$ cat src/rtl/serial_monitor.sv
// serial_monitor: UART load/dump/checksum/exec monitor sitting between the
// UART byte interface, a dual-port RAM and the CPU. Owns RAM and UART while
// monitor_control=1; the top level muxes on that output.
module serial_monitor #(
  parameter int ADDR_WIDTH     = 12,
  parameter int TIMEOUT_CYCLES = 24000000,
  parameter bit ECHO           = 1'b1
) (
  input  logic                  clk,
  input  logic                  rst,
  input  logic [7:0]            rx_byte,
  input  logic                  received,
  input  logic                  is_transmitting,
  output logic [7:0]            tx_byte,
  output logic                  transmit,
  output logic [ADDR_WIDTH-1:0] raddr,
  input  logic [7:0]            dout,
  output logic [ADDR_WIDTH-1:0] waddr,
  output logic [7:0]            din,
  output logic                  write_en,
  output logic                  cpu_reset,
  output logic [ADDR_WIDTH-1:0] startaddr,
  input  logic                  halted,
  output logic                  monitor_control,
  output logic [3:0]            state_out,
  output logic                  timeout_err
);

  localparam logic [7:0] CMD_LOAD      = 8'h4C;
  localparam logic [7:0] CMD_DUMP      = 8'h44;
  localparam logic [7:0] CMD_SUM       = 8'h43;
  localparam logic [7:0] CMD_EXEC      = 8'h58;
  localparam logic [7:0] REPLY_UNKNOWN = 8'h3F;
  localparam logic [7:0] REPLY_HALT    = 8'h48;

  localparam int TW = (TIMEOUT_CYCLES > 1) ? $clog2(TIMEOUT_CYCLES + 1) : 1;
  localparam logic [TW-1:0] TMO_LAST = TW'((TIMEOUT_CYCLES > 0) ? TIMEOUT_CYCLES - 1 : 0);

  typedef enum logic [3:0] {
    IDLE      = 4'd0,
    HDR       = 4'd1,
    DISPATCH  = 4'd2,
    LOAD_WAIT = 4'd3,
    LOAD_WR   = 4'd4,
    DUMP_RD   = 4'd5,
    DUMP_LAT  = 4'd6,
    DUMP_TX   = 4'd7,
    SUM_RD    = 4'd8,
    SUM_LAT   = 4'd9,
    SUM_ACC   = 4'd10,
    TX_RESULT = 4'd11,
    EXEC_RST  = 4'd12,
    RUN       = 4'd13
  } state_t;

  state_t                state;
  logic [7:0]            cmd;
  logic [7:0]            addr_hi;
  logic [ADDR_WIDTH-1:0] addr;
  logic [15:0]           len;
  logic [7:0]            sum;
  logic [1:0]            hdr_cnt;
  logic                  run_armed;
  logic [TW-1:0]         tmo_cnt;
  logic                  cmd_known;
  logic                  tmo_active;
  logic                  tmo_hit;

  assign state_out  = state;
  assign cmd_known  = (rx_byte == CMD_LOAD) || (rx_byte == CMD_DUMP) ||
                      (rx_byte == CMD_SUM)  || (rx_byte == CMD_EXEC);
  assign tmo_active = (TIMEOUT_CYCLES != 0) && ((state == HDR) || (state == LOAD_WAIT));
  // A strobe in the expiry cycle takes priority over the abort.
  assign tmo_hit    = tmo_active && !received && (tmo_cnt == TMO_LAST);

  // Inter-byte idle counter: cleared by every received strobe, runs only mid-frame.
  always_ff @(posedge clk or posedge rst) begin
    if (rst) begin
      tmo_cnt <= '0;
    end else if (received || !tmo_active) begin
      tmo_cnt <= '0;
    end else if (!tmo_hit) begin
      tmo_cnt <= tmo_cnt + 1'b1;
    end
  end

  // Monitor FSM; all outputs registered, strobes default low each cycle.
  always_ff @(posedge clk or posedge rst) begin
    if (rst) begin
      state           <= IDLE;
      cmd             <= '0;
      addr_hi         <= '0;
      addr            <= '0;
      len             <= '0;
      sum             <= '0;
      hdr_cnt         <= '0;
      run_armed       <= 1'b0;
      tx_byte         <= '0;
      transmit        <= 1'b0;
      raddr           <= '0;
      waddr           <= '0;
      din             <= '0;
      write_en        <= 1'b0;
      cpu_reset       <= 1'b0;
      startaddr       <= '0;
      monitor_control <= 1'b1;
      timeout_err     <= 1'b0;
    end else begin
      transmit  <= 1'b0;
      write_en  <= 1'b0;
      cpu_reset <= 1'b0;
      unique case (state)
        IDLE: begin
          if (received) begin
            if (cmd_known) begin
              cmd         <= rx_byte;
              sum         <= '0;
              hdr_cnt     <= '0;
              timeout_err <= 1'b0;
              state       <= HDR;
              if (ECHO) begin
                tx_byte  <= rx_byte;
                transmit <= 1'b1;
              end
            end else begin
              tx_byte  <= REPLY_UNKNOWN;
              transmit <= 1'b1;
            end
          end
        end
        HDR: begin
          if (received) begin
            if (ECHO) begin
              tx_byte  <= rx_byte;
              transmit <= 1'b1;
            end
            hdr_cnt <= hdr_cnt + 2'd1;
            unique case (hdr_cnt)
              2'd0: addr_hi <= rx_byte;
              2'd1: addr <= ADDR_WIDTH'({addr_hi, rx_byte});
              2'd2: len[15:8] <= rx_byte;
              default: begin
                len[7:0] <= rx_byte;
                state    <= DISPATCH;
              end
            endcase
          end else if (tmo_hit) begin
            timeout_err <= 1'b1;
            state       <= IDLE;
          end
        end
        DISPATCH: begin
          case (cmd)
            CMD_LOAD: state <= (len == 16'd0) ? TX_RESULT : LOAD_WAIT;
            CMD_DUMP: state <= (len == 16'd0) ? IDLE : DUMP_RD;
            CMD_SUM:  state <= (len == 16'd0) ? TX_RESULT : SUM_RD;
            default: begin
              startaddr       <= addr;
              cpu_reset       <= 1'b1;
              monitor_control <= 1'b0;
              state           <= EXEC_RST;
            end
          endcase
        end
        LOAD_WAIT: begin
          if (received) begin
            waddr    <= addr;
            din      <= rx_byte;
            write_en <= 1'b1;
            sum      <= sum + rx_byte;
            addr     <= addr + 1'b1;
            len      <= len - 16'd1;
            state    <= LOAD_WR;
            if (ECHO) begin
              tx_byte  <= rx_byte;
              transmit <= 1'b1;
            end
          end else if (tmo_hit) begin
            timeout_err <= 1'b1;
            state       <= IDLE;
          end
        end
        LOAD_WR: state <= (len == 16'd0) ? TX_RESULT : LOAD_WAIT;
        DUMP_RD: begin
          raddr <= addr;
          state <= DUMP_LAT;
        end
        DUMP_LAT: state <= DUMP_TX;
        // Returning through DUMP_RD/DUMP_LAT covers the UART's late busy flag.
        DUMP_TX: begin
          if (!is_transmitting) begin
            tx_byte  <= dout;
            transmit <= 1'b1;
            addr     <= addr + 1'b1;
            len      <= len - 16'd1;
            state    <= (len == 16'd1) ? IDLE : DUMP_RD;
          end
        end
        SUM_RD: begin
          raddr <= addr;
          addr  <= addr + 1'b1;
          state <= SUM_LAT;
        end
        SUM_LAT: state <= SUM_ACC;
        // Next read is issued while accumulating, giving two cycles per byte.
        SUM_ACC: begin
          sum <= sum + dout;
          len <= len - 16'd1;
          if (len == 16'd1) begin
            state <= TX_RESULT;
          end else begin
            raddr <= addr;
            addr  <= addr + 1'b1;
            state <= SUM_LAT;
          end
        end
        TX_RESULT: begin
          if (!is_transmitting) begin
            tx_byte  <= sum;
            transmit <= 1'b1;
            state    <= IDLE;
          end
        end
        EXEC_RST: begin
          cpu_reset <= 1'b1;
          run_armed <= 1'b0;
          state     <= RUN;
        end
        RUN: begin
          if (!run_armed) begin
            run_armed <= 1'b1;
          end else if (halted) begin
            monitor_control <= 1'b1;
            sum             <= REPLY_HALT;
            state           <= TX_RESULT;
          end
        end
        default: state <= IDLE;
      endcase
    end
  end

endmodule

$ cat config.mk
export PLATFORM = sky130hd
export DESIGN_NAME = serial_monitor
export DESIGN_NICKNAME = d
export VERILOG_FILES = /design/src/rtl/serial_monitor.sv
export SDC_FILE = /design/constraint.sdc
export NUM_CORES = 1
export LEC_CHECK = 0
export ABC_AREA = 1
export BUFFER_PORTS_ARGS = -buffer_cell sky130_fd_sc_hd__buf_2
export CAP_MARGIN = 40
export CORE_ASPECT_RATIO = 2
export CORE_MARGIN = 1.5
export CORE_UTILIZATION = 60
export CTS_CLUSTER_SIZE = 10
export DETAILED_ROUTE_END_ITERATION = 8
export GPL_ROUTABILITY_DRIVEN = 0
export PLACE_DENSITY = 0.81
export SLEW_MARGIN = 25
export SYNTH_ARGS = -nofsm -noshare
export SYNTH_HDL_FRONTEND = slang
export SYNTH_SLANG_ARGS = --single-unit
$ cat constraint.sdc
create_clock -name clk -period 5.55 [get_ports clk]
set_input_delay 1.3875 -clock clk [delete_from_list [all_inputs] [get_ports clk]]
set_output_delay 1.3875 -clock clk [all_outputs]
set_load 0.1 [all_outputs]
==> results.cfg, run 1 <==
[outcome]
status = finished, violations left
violations = design-rule violations

[synthesis]
synth_common_cells = nand2_1, dfrtp_1, inv_1, nor2_1, o21ai_0
ys_seq_elements = 137
yosysSeqAreaShare = 0.424
synth_area_leaders = dfrtp_1, nand2_1, o21ai_0, inv_1, nor2_1
synthArstFlopShare = 1.00
yosys.area.top_type = dfrtp_1
synth_top_area_share = 0.421
synth_area_per_cell_sq_um = 7.35
synth_nets = 1138
yosysMostFrequentCell = nand2_1
syn_area_sq_um = 8090
synth_edf_count = 0
synth_ff_type = dfrtp_1
synth_cell_type_count = 52
synthCells = 1100
yosys_warnings = 0

[critical_path]
path_cells = nor2_2 > nand2_4 > inv_1 > nand2_1 > o21ai_0 > ha_1 > inv_1 > fa_1 > inv_1 > nand4_1 > nand3_1 > nand2_1 > nand3_1 > nand2_1 > nand2_1 > nand2_1
crit_family = simple AND/OR/NAND/NOR gates
crit_buf_inv = 3
cp_max_fo = 12
critical_path_cell_count = 16
r2r_cells = 16
cp-end-kind = flop
critPathSlowestCell = dfrtp_1
cp.arrival_ns = 3.33
crit_top_cell = nand2_1
required_ns = 5.86
criticalPathCategory = reg2reg
critPathMaxStageDelay_ns = 0.54
startpoint_type = flop

[sta]
finClkSkew_ns = 0.0156
rsz0062_at_grt = no
tightest_slew_ns = 0.795
period_needed_ns = 3.02
hold_viol = 0
post-route-period-util = 0.544
slew_headroom = 0.470
fmax_mhz = 331
setup_viol = 0
slew_viol_final = 0
fin_tns_setup_ns = 0

[clock_network]
cts.sinks = 137
cts_tree = built
cts_setup_buffers = 0
cts-root-buf = clkbuf_16
clockBufferDepth = 2
cts_htree_levels = 4
clkTransAtPathRegs_ns = 0.06
numCtsBuffers = 17
insertion_delay_ns = 0.42
cts_resized = 0
cts_hold_buf = 0

[drt]
postRouteAntennaNets = 0
post_drt_wl_per_cell_microns = 16.6
drt-total-wl_microns = 22400
viasPerCell = 5.78
drt-initial-drc-count = 473
drtPass1Iterations = 9
route.detailed.drc = 9
vias = 7782

[power_and_ir_drop]
clkPwrFrac = 0.193
pwr-share-comb = 0.542
p_per_area_nw_per_um2 = 670
p_seq_frac = 0.266
swShare = 0.548
cellInternalPower_mw = 2.79
p_switching_mw = 3.38
peakVddDrop_uv = 434
power_leakage_nw = 4.69

[finish]
final_core_util = 0.705
diodes = 0
nFillCells = 1086
nets = 1219
synthToLayoutAreaGrowth_pct = 13.8
instances_no_fill = 1346
final_layout_size_suffix_gt1_frac = 0.145

[run]
maxCapViolations = 0

[global_route]
grt_pass1_wl_microns = 35800
antenna_found_initial = 0
grt_usage = 0.320
grt_pass1_vias = 7612
grt_overflow = 0
grt_start_max_net_pins = 69

[hold_path]
min_path_type = reg2reg
hold_depth = 2

[floorplan]
fp-row-count = 59
dieHeight_microns = 167
start_util = 0.619
pin_count = 82
dieArea_sq_um = 14200
chipWidth_microns = 85.1
core_sq_um = 13100

[place]
dp.final_hpwl_microns = 16600
io_buffers = 81
dp.cells = 1313
==> routing by layer <==
layer / GRT usage / up-vias / part of all wire
met2: 0.575 / 346 / 0.53
met3: 0.0468 / 113 / 0.049
li1: - / 3687 / -
met5: 0 / - / 0
met4: 0.227 / 0 / 0.070
met1: 0.332 / 3636 / 0.35
==> metrics by stage <==
stage          worst slack (ns)  hold WS, ns  power, mW  area (sq um)
2_1_floorplan             0.496        0.423       4.36          8090
3_3_place_gp               2.36        0.434       4.88          8550
3_5_place_dp               2.33        0.439       4.94          8570
4_1_cts                    2.62        0.452       6.14          9200
5_1_grt                    2.38        0.493       6.50          9210
6_report                   2.53        0.456       6.17          9210
==> path summary, 6_finish.rpt <==
kind | startpoint | endpoint | slack [ns]
worst max-delay path | state_out[0] | sum[6] | 2.53
worst min-delay path | cmd[6] | cmd[6] | 0.46
worst max register to register | state_out[0] | sum[6] | 2.53
worst min register to register | cmd[6] | cmd[6] | 0.46
max in group asynchronous | rst | raddr[9] | 3.80
min in group asynchronous | rst | len[10] | 0.96
==> kinds of logic after synthesis <==
kind of cell               share of synthesized area
xor gates and xnor gates                      0.0162
DFF                                            0.424
buffers and inverters                         0.0812
and+or+nand+nor                                0.334
muxes                                        0.00124
adders and majority gates                     0.0272
AOI/OAI and AO/OA                              0.116
==> cell usage in the layout (no fill, tap or decap), drive strengths merged, types with 4 or more instances in the layout <==
master / count
ha: 16
nor2: 131
clkinv: 4
inv: 134
o31ai: 4
or2: 5
nand4: 19
nand3: 54
xnor2: 5
a31oi: 4
nand2: 365
buf: 85
o211ai: 5
xor2: 10
nor3: 24
o21ai: 118
a21oi: 25
clkbuf: 20
dfrtp: 136
==> power by group through the flow <==
| stage | sequential, mW | combinational, mW | clock [mW] |
|---|---|---|---|
| CTS | 1.63 | 3.32 | 1.20 |
| floorplan | 2.81 | 1.55 | 0 |
| global route | 1.67 | 3.59 | 1.24 |
| global placement | 1.64 | 3.24 | 0 |
| detailed placement | 1.64 | 3.30 | 0 |
| finish | 1.64 | 3.34 | 1.19 |
==> sequential cells by signal, summed over array words and instances (netlist names), 2 cells and up <==
name and count:
hdr_cnt 2, startaddr 12, tx_byte 8, len 16, sum 8, waddr 12
addr_hi 4, addr 12, din 8, state_out 4, cmd 8, raddr 12
tmo_cnt 25
==> worst register-to-register path: cells and delay by family, from the launching register on <==
| family | cells | cell delay [ns] |
|---|---|---|
| compound gates | 1 | 0.13 |
| fa+ha+maj | 2 | 0.62 |
| buf+inv | 3 | 0.54 |
| flops | 1 | 0.54 |
| simple gates | 10 | 1.08 |
==> final cells by class <==
| cell class | count | area [sq um] | area share |
|---|---|---|---|
| multi-input combinational | 808 | 4000 | 0.435 |
| sequential | 137 | 3430 | 0.372 |
| inverter | 132 | 505 | 0.0549 |
| timing repair buffer | 85 | 459 | 0.0499 |
| clock buffer | 20 | 457 | 0.0496 |
| tap | 152 | 190 | 0.0207 |
| clock inverter | 12 | 165 | 0.0179 |
Note: power is estimated with default switching activity, not from simulation.
==> run 2: changes to the inputs <==
Clock period 5.55 ns to 2.95 ns, I/O delays scaled along.
==> results.cfg, run 2 (synthesized netlist as in run 1, its figures left out) <==
[outcome]
status = finished, violations left
violations = design-rule violations

[critical_path]
critPathSlowestCell = dfrtp_2
crit_top_cell = nand2_1
rr_endpoint = sum[6]
path_cells = nand2_1 > inv_1 > nand2_4 > clkinvlp_4 > o21ai_0 > ha_1 > inv_1 > fa_1 > inv_1 > nand4_1 > nand3_1 > nand2_1 > nand3_1 > nand2_1 > nand2_1 > nand2_1
cp.arrival_ns = 2.94
required_ns = 3.26
regToRegSetupSlack_ns = 0.32
crit_buf_inv = 4
criticalPathCategory = reg2reg
cp-end-kind = flop
r2r_cells = 16
critical_path_cell_count = 16
critPathMaxStageDelay_ns = 0.48
crit_family = simple AND/OR/NAND/NOR gates
rr_startpoint = state_out[1]
startpoint_type = flop
cp_max_fo = 12

[floorplan]
start_util = 0.619
pin_count = 82
chipWidth_microns = 85.1
dieArea_sq_um = 14200
core_sq_um = 13100
dieHeight_microns = 167
fp-row-count = 59

[finish]
instances_no_fill = 1351
final_cell_mix = nand2_1, dfrtp_1, inv_1
synthToLayoutAreaGrowth_pct = 14.1
largestRegisters = tmo_cnt (25), len (16)
final_layout_size_suffix_gt1_frac = 0.153
final_core_util = 0.706
nets = 1224
diodes = 0
final_common_cell = nand2_1
top_register = tmo_cnt
largest_register_ffs = 25

[power_and_ir_drop]
power_mw = 11.5
power_leakage_nw = 4.69
peakVddDrop_uv = 1130
p_per_area_nw_per_um2 = 1240

[run]
maxCapViolations = 0

[sta]
slew_viol_final = 0
setup_ws_ns = 0.318
fin_tns_setup_ns = 0
hold_viol = 0
setup_viol = 0
tightest_slew_ns = 0.611
rsz0062_at_grt = no
finClkSkew_ns = 0.0125
fmax_mhz = 380
slew_headroom = 0.592
post-route-period-util = 0.892
period_needed_ns = 2.63

[global_route]
grt_overflow = 0
antenna_found_initial = 0
grt_start_max_net_pins = 63
grt_pass1_wl_microns = 36400
grt_pass1_vias = 7655
grt_usage = 0.328

[clock_network]
clkTransAtPathRegs_ns = 0.06
clockBufferDepth = 2
cts_setup_buffers = 0
cts-root-buf = clkbuf_16
cts_tree = built
numCtsBuffers = 17
cts_hold_buf = 0
insertion_delay_ns = 0.42
cts_htree_levels = 4
cts.sinks = 137

[drt]
drt-total-wl_microns = 22100
drt-initial-drc-count = 509
post_drt_wl_per_cell_microns = 16.3
route.detailed.drc = 8
drtPass1Iterations = 7
vias = 7669
postRouteAntennaNets = 0
viasPerCell = 5.68

[place]
io_buffers = 81
dp.cells = 1318
dp.final_hpwl_microns = 16700
post-place-ws_ns = 0.321

[hold_path]
min_path_type = in2async
[run 2: cell count changes in the layout (fill, tap and decap cells not counted), sizes merged]
cell | previous run | this run
buf | 85 | 90
clkinvlp | 3 | 4
clkbuf | 20 | 17
clkinv | 4 | 6
bufinv | 3 | 2
inv | 134 | 135
[run 2: final cells by class]
type,count,area (sq um)
Tap cell,152,190
Sequential cell,137,3430
Timing Repair Buffer,90,502
Inverter,132,508
Clock inverter,15,166
Fill cell,1072,3840
Multi-Input combinational cell,808,4000
Clock buffer,17,425
[run 2: stage by stage]
stage	area [sq um]	hold WS, ns
5_1_grt	9230	0.307
4_1_cts	9210	0.301
3_3_place_gp	8620	0.433
3_5_place_dp	8620	0.446
6_report	9230	0.306
2_1_floorplan	8100	0.423
[run 2: report_power, final]
| group | leakage, nW | total (mW) | switching (mW) | internal (mW) |
|---|---|---|---|---|
| clock network | 0.287 | 2.13 | 0.871 | 1.26 |
| logic | 2.63 | 6.26 | 4.91 | 1.35 |
| registers | 1.77 | 3.08 | 0.560 | 2.52 |
[run 2: worst max path at each step]
stage | end | from | slack [ns]
2_1_floorplan | sum[6] | state_out[1] | 0.06
3_3_place_gp | sum[6] | state_out[0] | 0.38
3_5_place_dp | sum[6] | state_out[0] | 0.32
4_1_cts | sum[6] | state_out[0] | 0.32
5_1_grt | sum[6] | state_out[1] | 0.04
6_report | sum[6] | state_out[1] | 0.32
[run 2: worst register-to-register path, delay by kind of cell (launching register included)]
kind,cells,cell delay [ns]
fa+ha+maj,2,0.62
simple gates,9,0.72
flops,1,0.48
compound gates,1,0.25
buf+inv,4,0.46
[run 2: per-layer routing]
metal,GRT usage,vias up,share of wire
met4,0.232,0,0.072
met2,0.576,325,0.52
met5,0,-,0
met3,0.0557,118,0.051
li1,-,3690,-
met1,0.348,3536,0.36
[run 2: timing repair]
action                     4_1_cts  5_1_grt
resized for setup                0        1
setup endpoints to repair        0        1
hold endpoints to repair         0        0
==> run 3: changes to the inputs <==
Settings changed: ABC_AREA 1 to 0, CORE_UTILIZATION 60 to 59, PLACE_DENSITY 0.81 to 0.8.
==> results.cfg, run 3 <==
[place]
io_buffers = 81
dp.final_hpwl_microns = 13900
dp.cells = 953

[clock_network]
cts.sinks = 137
cts_tree = built
cts-root-buf = clkbuf_16
insertion_delay_ns = 0.44
cts_htree_levels = 4
clkTransAtPathRegs_ns = 0.06
clockBufferDepth = 2
cts_hold_buf = 0
numCtsBuffers = 17

[global_route]
grt_overflow = 0
grt_pass1_vias = 6605
grt_usage = 0.329
antenna_found_initial = 0
grt_start_max_net_pins = 95
grt_pass1_wl_microns = 32300

[critical_path]
startpoint_type = flop
cp-end-kind = flop
criticalPathCategory = reg2reg
cp_max_fo = 8
required_ns = 3.32
cp.arrival_ns = 3.25

[finish]
final_core_util = 0.721
final_layout_size_suffix_gt1_frac = 0.286
synthToLayoutAreaGrowth_pct = 19.5
top_register = tmo_cnt
nets = 867
final_common_cell = dfrtp_1
largest_register_ffs = 25
nFillCells = 868
diodes = 0
largestRegisters = tmo_cnt (25), len (16)
final_cell_mix = dfrtp_1, nor2_1, buf_2
instances_no_fill = 989

[synthesis]
synth_nets = 775
yosysSeqAreaShare = 0.471
synth_area_per_cell_sq_um = 9.87
ys_seq_elements = 137
yosys_warnings = 0
synthArstFlopShare = 1.00
synth_top_area_share = 0.468
synth_area_leaders = dfrtp_1, mux2_2, nor2_1, o21ai_0, nand2_1
yosysMostFrequentCell = dfrtp_1
synth_edf_count = 0
synth_ff_type = dfrtp_1
synth_common_cells = dfrtp_1, nor2_1, mux2_2, nand2_1, o21ai_0
syn_area_sq_um = 7280
yosys.area.top_type = dfrtp_1
synthCells = 737
synth_cell_type_count = 73

[outcome]
status = complete, no violations

[floorplan]
core_sq_um = 12100
start_util = 0.604
dieHeight_microns = 160
pin_count = 82
fp-row-count = 57
dieArea_sq_um = 13000
chipWidth_microns = 81.5

[drt]
drt-initial-drc-count = 516
post_drt_wl_per_cell_microns = 20.6
route.detailed.drc = 0
postRouteAntennaNets = 0
drt-total-wl_microns = 20300
viasPerCell = 6.54
drtPass1Iterations = 5
vias = 6464

[sta]
tightest_slew_ns = 0.740
period_needed_ns = 2.88
post-route-period-util = 0.976
setup_viol = 0
finClkSkew_ns = 0.00866
slew_headroom = 0.500
hold_viol = 0
slew_viol_final = 0
fmax_mhz = 347

[run]
maxCapViolations = 0

[hold_path]
min_path_type = in2async
==> run 3: logic make-up (layout without fill, tap and decap cells) <==
logic type / Yosys count / after routing / synth area share
xor gates and xnor gates: 26 / 26 / 0.0313
muxes: 67 / 67 / 0.103
AOI/OAI and AO/OA: 166 / 166 / 0.150
and+or+nand+nor: 266 / 266 / 0.182
DFF: 137 / 137 / 0.471
buffers and inverters: 58 / 163 / 0.0315
adders and majority gates: 17 / 17 / 0.0303
==> run 3: final timing paths <==
kind,from,to,slack [ns],cells after the start
worst max-delay path,state_out[2],sum[7],0.07,11
worst min-delay path,rst,tmo_cnt[20],0.43,3
worst max register to register,state_out[2],sum[7],0.07,11
worst min register to register,startaddr[6],startaddr[6],0.49,2
max in group asynchronous,rst,state_out[1],2.02,3
min in group clk,startaddr[6],startaddr[6],0.49,2
==> run 3: timing repair <==
item / in CTS / in global routing
buffers inserted: 0 / 4
resized for setup: 0 / 3
setup endpoints to repair: 0 / 1
==> run 3: through the flow <==
stage | hold slack (ns) | TNS [ns] | instance area [sq um] | worst slack, ns
final | 0.432 | 0 | 8690 | 0.0700
after floorplan | 0.425 | -0.111 | 7420 | -0.0602
after CTS | 0.479 | 0 | 8650 | 0.0291
after global placement | 0.442 | 0 | 8040 | 0.227
after detailed placement | 0.475 | 0 | 8040 | 0.167
after global routing | 0.513 | -0.0112 | 8690 | -0.0112
==> run 3: cell type report <==
class | count | area, sq um | share of cell area
well taps | 147 | 184 | 0.0212
multi-input cells | 542 | 3740 | 0.430
clock buffers | 17 | 425 | 0.0489
inverters | 19 | 75.1 | 0.00863
repair buffers | 112 | 654 | 0.0753
flip-flops and latches | 137 | 3430 | 0.395
clock inverters | 15 | 183 | 0.0210
==> run 3: critical path, cell delays in order, from the launching register on <==
cell	delay [ns]
dfrtp_2	0.41
nand2b_4	0.16
nor3b_4	0.18
buf_6	0.19
mux2_4	0.34
ha_4	0.24
a21oi_4	0.13
o211ai_1	0.16
o41ai_2	0.35
xnor2_1	0.16
or4_1	0.42
nand3_1	0.08
==> run 3: metal layers <==
metal | GRT usage | vias to the layer above | share of wire
li1 | - | 2861 | -
met1 | 0.334 | 3148 | 0.34
met2 | 0.579 | 338 | 0.53
met3 | 0.0611 | 117 | 0.061
met4 | 0.225 | 0 | 0.069
met5 | 0 | - | 0
Power of run 3 is left out: the tool's default activity adds up to more than one toggle a clock period on the data nets, which glitch-free logic cannot reach.
